`src/rtl/regdump_ctrl.sv`:
```
// Debug register-dump controller: counts run cycles, halts the CPU on request
// or cycle limit, then streams every register-file entry over a valid/ready port.
module regdump_ctrl #(
  parameter int XLEN        = 64,
  parameter int NREGS       = 32,
  parameter int AW          = 5,
  parameter int CYCLE_LIMIT = 500
) (
  input  logic            clk,
  input  logic            reset,
  input  logic            run_en,
  input  logic            dump_req,
  output logic            cpu_stall,
  output logic [AW-1:0]   rf_raddr,
  input  logic [XLEN-1:0] rf_rdata,
  output logic            dump_valid,
  input  logic            dump_ready,
  output logic [AW-1:0]   dump_idx,
  output logic [XLEN-1:0] dump_data,
  output logic            dump_last,
  output logic [31:0]     cycle_count,
  output logic            done
);

  // state | meaning
  // RUN   | CPU running, cycle counter active, waiting for a trigger
  // HALT  | CPU frozen for one cycle so an in-flight register write retires
  // READ  | debug read port addressed with the current index, word captured
  // SEND  | captured word offered to the consumer until accepted
  // DONE  | all entries sent, CPU held frozen until reset

  if (NREGS < 2 || (1 << AW) < NREGS) begin : g_param_check
    $error("regdump_ctrl: NREGS must be >= 2 and fit in AW bits");
  end

  typedef enum logic [2:0] {
    S_RUN  = 3'd0,
    S_HALT = 3'd1,
    S_READ = 3'd2,
    S_SEND = 3'd3,
    S_DONE = 3'd4
  } state_t;

  localparam logic [AW-1:0] LAST_IDX  = AW'(NREGS - 1);
  localparam logic [31:0]   LIMIT     = 32'(CYCLE_LIMIT);
  localparam logic [31:0]   COUNT_MAX = '1;

  state_t          state, state_nxt;
  logic [AW-1:0]   idx, idx_nxt;
  logic [31:0]     count_nxt;
  logic [AW-1:0]   dump_idx_nxt;
  logic [XLEN-1:0] dump_data_nxt;
  logic            limit_hit;

  assign limit_hit = (CYCLE_LIMIT != 0) && (cycle_count == LIMIT);

  always_ff @(posedge clk or negedge reset) begin
    if (!reset) begin
      state       <= S_RUN;
      idx         <= '0;
      cycle_count <= '0;
      dump_idx    <= '0;
      dump_data   <= '0;
    end else begin
      state       <= state_nxt;
      idx         <= idx_nxt;
      cycle_count <= count_nxt;
      dump_idx    <= dump_idx_nxt;
      dump_data   <= dump_data_nxt;
    end
  end

  always_comb begin
    state_nxt     = state;
    idx_nxt       = idx;
    count_nxt     = cycle_count;
    dump_idx_nxt  = dump_idx;
    dump_data_nxt = dump_data;
    cpu_stall     = 1'b1;
    rf_raddr      = '0;
    dump_valid    = 1'b0;
    dump_last     = 1'b0;
    done          = 1'b0;

    case (state)
      S_RUN: begin
        cpu_stall = 1'b0;
        // The trigger cycle does not count, so the count stays at the trigger value.
        if (dump_req || limit_hit) begin
          state_nxt = S_HALT;
        end else if (run_en && (cycle_count != COUNT_MAX)) begin
          count_nxt = cycle_count + 32'd1;
        end
      end

      S_HALT: begin
        idx_nxt   = '0;
        state_nxt = S_READ;
      end

      S_READ: begin
        rf_raddr      = idx;
        dump_data_nxt = rf_rdata;
        dump_idx_nxt  = idx;
        state_nxt     = S_SEND;
      end

      S_SEND: begin
        dump_valid = 1'b1;
        dump_last  = (dump_idx == LAST_IDX);
        if (dump_ready) begin
          if (idx == LAST_IDX) begin
            state_nxt = S_DONE;
          end else begin
            idx_nxt   = idx + 1'b1;
            state_nxt = S_READ;
          end
        end
      end

      S_DONE: begin
        done = 1'b1;
      end

      default: begin
        state_nxt = S_RUN;
      end
    endcase
  end

endmodule
```
`config.mk`:
```
export PLATFORM = sky130hd
export DESIGN_NAME = regdump_ctrl
export DESIGN_NICKNAME = d
export VERILOG_FILES = /design/src/rtl/regdump_ctrl.sv
export SDC_FILE = /design/constraint.sdc
export NUM_CORES = 1
export LEC_CHECK = 0
export ABC_AREA = 1
export CORE_MARGIN = 2
export CORE_UTILIZATION = 45
export DETAILED_ROUTE_END_ITERATION = 7
export GPL_TIMING_DRIVEN = 0
export HOLD_SLACK_MARGIN = 0.1
export PLACE_DENSITY = 0.86
export SYNTH_ARGS = -nofsm -noshare
export SYNTH_HDL_FRONTEND = slang
export SYNTH_SLANG_ARGS = --single-unit
```
`constraint.sdc`:
```
create_clock -name clk -period 5.42 [get_ports clk]
set_clock_uncertainty 0.2 [all_clocks]
set_input_delay 0.542 -clock clk [delete_from_list [all_inputs] [get_ports clk]]
set_output_delay 0.542 -clock clk [all_outputs]
set_load 0.05 [all_outputs]
```
==> flow_metrics.py <==
metrics = {
    "placement": {
        "post-place-ws_ns": 2.62,
        "dpl.hpwl_um": 11500,
        "gp_congestion": 0.894,
        "io_buffers": 178,
    },
    "yosys": {
        "synth_mux_area_share_pct": 13.4,
        "syn_avg_cell_area_um2": 8.79,
        "synth-simple-area-share_pct": 26.2,
        "synth_cell_types": 24,
        "syn_area_um2": 5400,
        "synthAdderAreaFrac_pct": 0.927,
        "synth_nets": 687,
        "synth_warnings": 0,
        "synth-compound-area-share_pct": 2.18,
        "synth-xor-area-share_pct": 1.95,
        "yosys.area.top_type": "dfrtp_1",
        "synth-seq-cells": 109,
        "synth_top_area_share_pct": 50.5,
        "yosys-top-cells-area": "dfrtp_1 51%, nand2_1 14%, mux2_2 13%",
        "syn-instance-count": 614,
        "yosysSeqAreaShare_pct": 50.5,
        "synth_top_family_by_area": "simple AND/OR/NAND/NOR gates",
    },
    "floorplanning": {
        "coreArea_um2": 11900,
        "ios": 179,
        "start_util_pct": 45.5,
        "die_w_um": 114,
        "dieArea_um2": 12900,
        "rows": 40,
        "fp.dieH_um": 114,
    },
    "detailed_routing": {
        "drt.antenna.violating_nets": 0,
        "drt_iter0_markers": 381,
        "routed_wl_um": 15100,
        "first_pass_iters": 5,
        "drc_errors": 0,
        "vias_per_cell": 5.03,
        "wl_per_cell_um": 15.8,
        "via_count": 4809,
    },
    "setup_path": {
        "end_kind": "output port",
        "slowest_stage": "clkdlybuf4s50_1",
        "crit_top_cell": "nor2_1",
        "max_stage_delay_ns": 0.82,
        "crit_buf_inv": 2,
        "crit_family": "buffers and inverters",
        "critPathLaunchType": "flop",
        "cp.arrival_ns": 2.39,
        "worst-setup-path-type": "reg -> out",
        "cp_max_fo": 10,
        "cp.required_ns": 4.68,
        "crit_path_cell_trace": "nor2_1, nand2_1, clkbuf_1, nor2_1, clkdlybuf4s50_1",
    },
    "layout": {
        "finalNetCount": 877,
        "final_cell_mix": "199 x nand2_1, 177 x clkdlybuf4s50_1, 109 x dfrtp_1, 76 x nor2_1, 64 x mux2_2",
        "layout-drive-gt1-share_pct": 13.3,
        "area_growth_pct": 42.1,
        "layout_commonest_cell": "nand2_1",
        "fin_util_pct": 64.7,
        "n_antenna_cell": 0,
    },
    "sta": {
        "rsz0062_at_grt": "no",
        "max_slew_margin_pct": 45.9,
        "fmaxAchievable_mhz": 319,
        "drv_slew": 0,
        "post-route-period-util_pct": 57.9,
        "report.final.hold_viol_count": 0,
        "tightest_slew_ns": 0.811,
        "period_needed_ns": 3.14,
        "finalSetupViolCount": 0,
        "worst_slack_ns": 2.28,
    },
    "run": {
        "drv_cap": 0,
    },
    "clock_network": {
        "htreeDepth": 3,
        "cts.sinks": 109,
        "cts_setup_buffers": 0,
        "cts-resized-gates": 0,
        "clock_latency_ns": 0.35,
        "cts_buffers": 9,
        "cts_hold_buffers": 0,
        "clk_pin_slew_worst_paths_ns": 0.07,
        "cts_tree": "built",
        "cts_root_buffer": "clkbuf_16",
        "ctsLongestPathBuffers": 2,
    },
    "power": {
        "p_per_area_nw_per_um2": 225,
        "power.total_uw": 1720,
        "irDropWorstVdd_uv": 111,
        "p_leak_uw": 0.00336,
    },
    "grt": {
        "antenna_found_initial": 0,
        "use_met1_pct": 29.5,
        "overflow": 0,
        "grt_pass1_wl_um": 23300,
        "grt_usage_pct": 23.2,
        "met2_usage_pct": 37.7,
        "grt_pass1_vias": 4524,
        "grt_util_met3_pct": 4.57,
        "grt.busiest_layer": "met2",
        "grt_max_degree": 62,
    },
    "status": {
        "status": "finished, final reports clean",
    },
    "hold_path": {
        "hp-class": "in -> async",
    },
}
==> layout make-up <==
cell class                      count  area (um^2)
Fill cell                         962         4190
Sequential cell                   109         2730
Multi-Input combinational cell    445         2410
Timing Repair Buffer              179         1810
Clock buffer                        9          225
Tap cell                          147          184
Inverter                           43          161
Buffer                             17          101
Clock inverter                      7         57.6
==> report_power, final <==
| group | switching, uW | internal (uW) | leakage (uW) |
|---|---|---|---|
| clock | 316 | 320 | 0.000140 |
| combinational | 135 | 103 | 0.00186 |
| sequential | 11.9 | 837 | 0.00135 |
| total | 463 | 1260 | 0.00336 |
==> path summary, 6_finish.rpt <==
kind / startpoint / endpoint / slack, ns / cells after the start
setup / recovery: state[0] / rf_raddr[0] / 2.28 / 5
hold / removal: reset / cycle_count[4] / 0.08 / 1
setup reg to reg: cycle_count[0] / cycle_count[30] / 3.07 / 9
hold reg to reg: dump_data[3] / dump_data[3] / 0.31 / 1
max in group asynchronous: reset / dump_data[32] / 4.22 / 2
min in group clk: dump_data[3] / dump_data[3] / 0.31 / 1
==> registers in the layout, summed over array words and instances (netlist names) <==
name / flops
dump_data: 64
idx: 5
dump_idx: 5
cycle_count: 32
state: 3
==> cells by family (layout without fill, tap and decap cells) <==
logic type,Yosys count,count (layout)
simple gates,345,345
flops,109,109
mux,64,64
buf+inv,60,255
compound gates,20,20
xor+xnor,12,12
fa+ha+maj,4,4
==> layer usage <==
metal / part of all wire, % / vias to the layer above
met5: 0 / -
met4: 3.6 / 0
met3: 6.7 / 40
met2: 48 / 183
met1: 41 / 2239
li1: - / 2347
==> cells in the mapped netlist <==
| master | n |
|---|---|
| nor2_2 | 4 |
| o22ai_1 | 1 |
| nor2_4 | 2 |
| o21ai_1 | 3 |
| inv_2 | 1 |
| ha_1 | 4 |
| xor2_1 | 6 |
| nor3_1 | 2 |
| nand2_1 | 199 |
| dfrtp_1 | 109 |
| mux2_2 | 64 |
| clkbuf_1 | 2 |
| buf_6 | 3 |
| xnor2_1 | 6 |
| o31ai_1 | 1 |
| o21ai_0 | 11 |
| nand2_2 | 1 |
| inv_1 | 42 |
| buf_2 | 12 |
| nor2_1 | 76 |
| a21oi_1 | 3 |
| a21boi_4 | 1 |
| nand3_1 | 59 |
| nand2_4 | 2 |
==> per-stage QoR <==
stage	setup TNS, ns	cell area (um^2)	cells	hold WS (ns)
6_report	0	7670	956	0.0820
5_1_grt	0	7670	956	0.153
4_1_cts	0	7670	956	0.104
3_5_place_dp	0	7390	940	0.292
3_3_place_gp	-63.33	7360	939	0.285
2_1_floorplan	0	5400	614	0.0464
No activity file was read; power rests on OpenSTA's default activity.
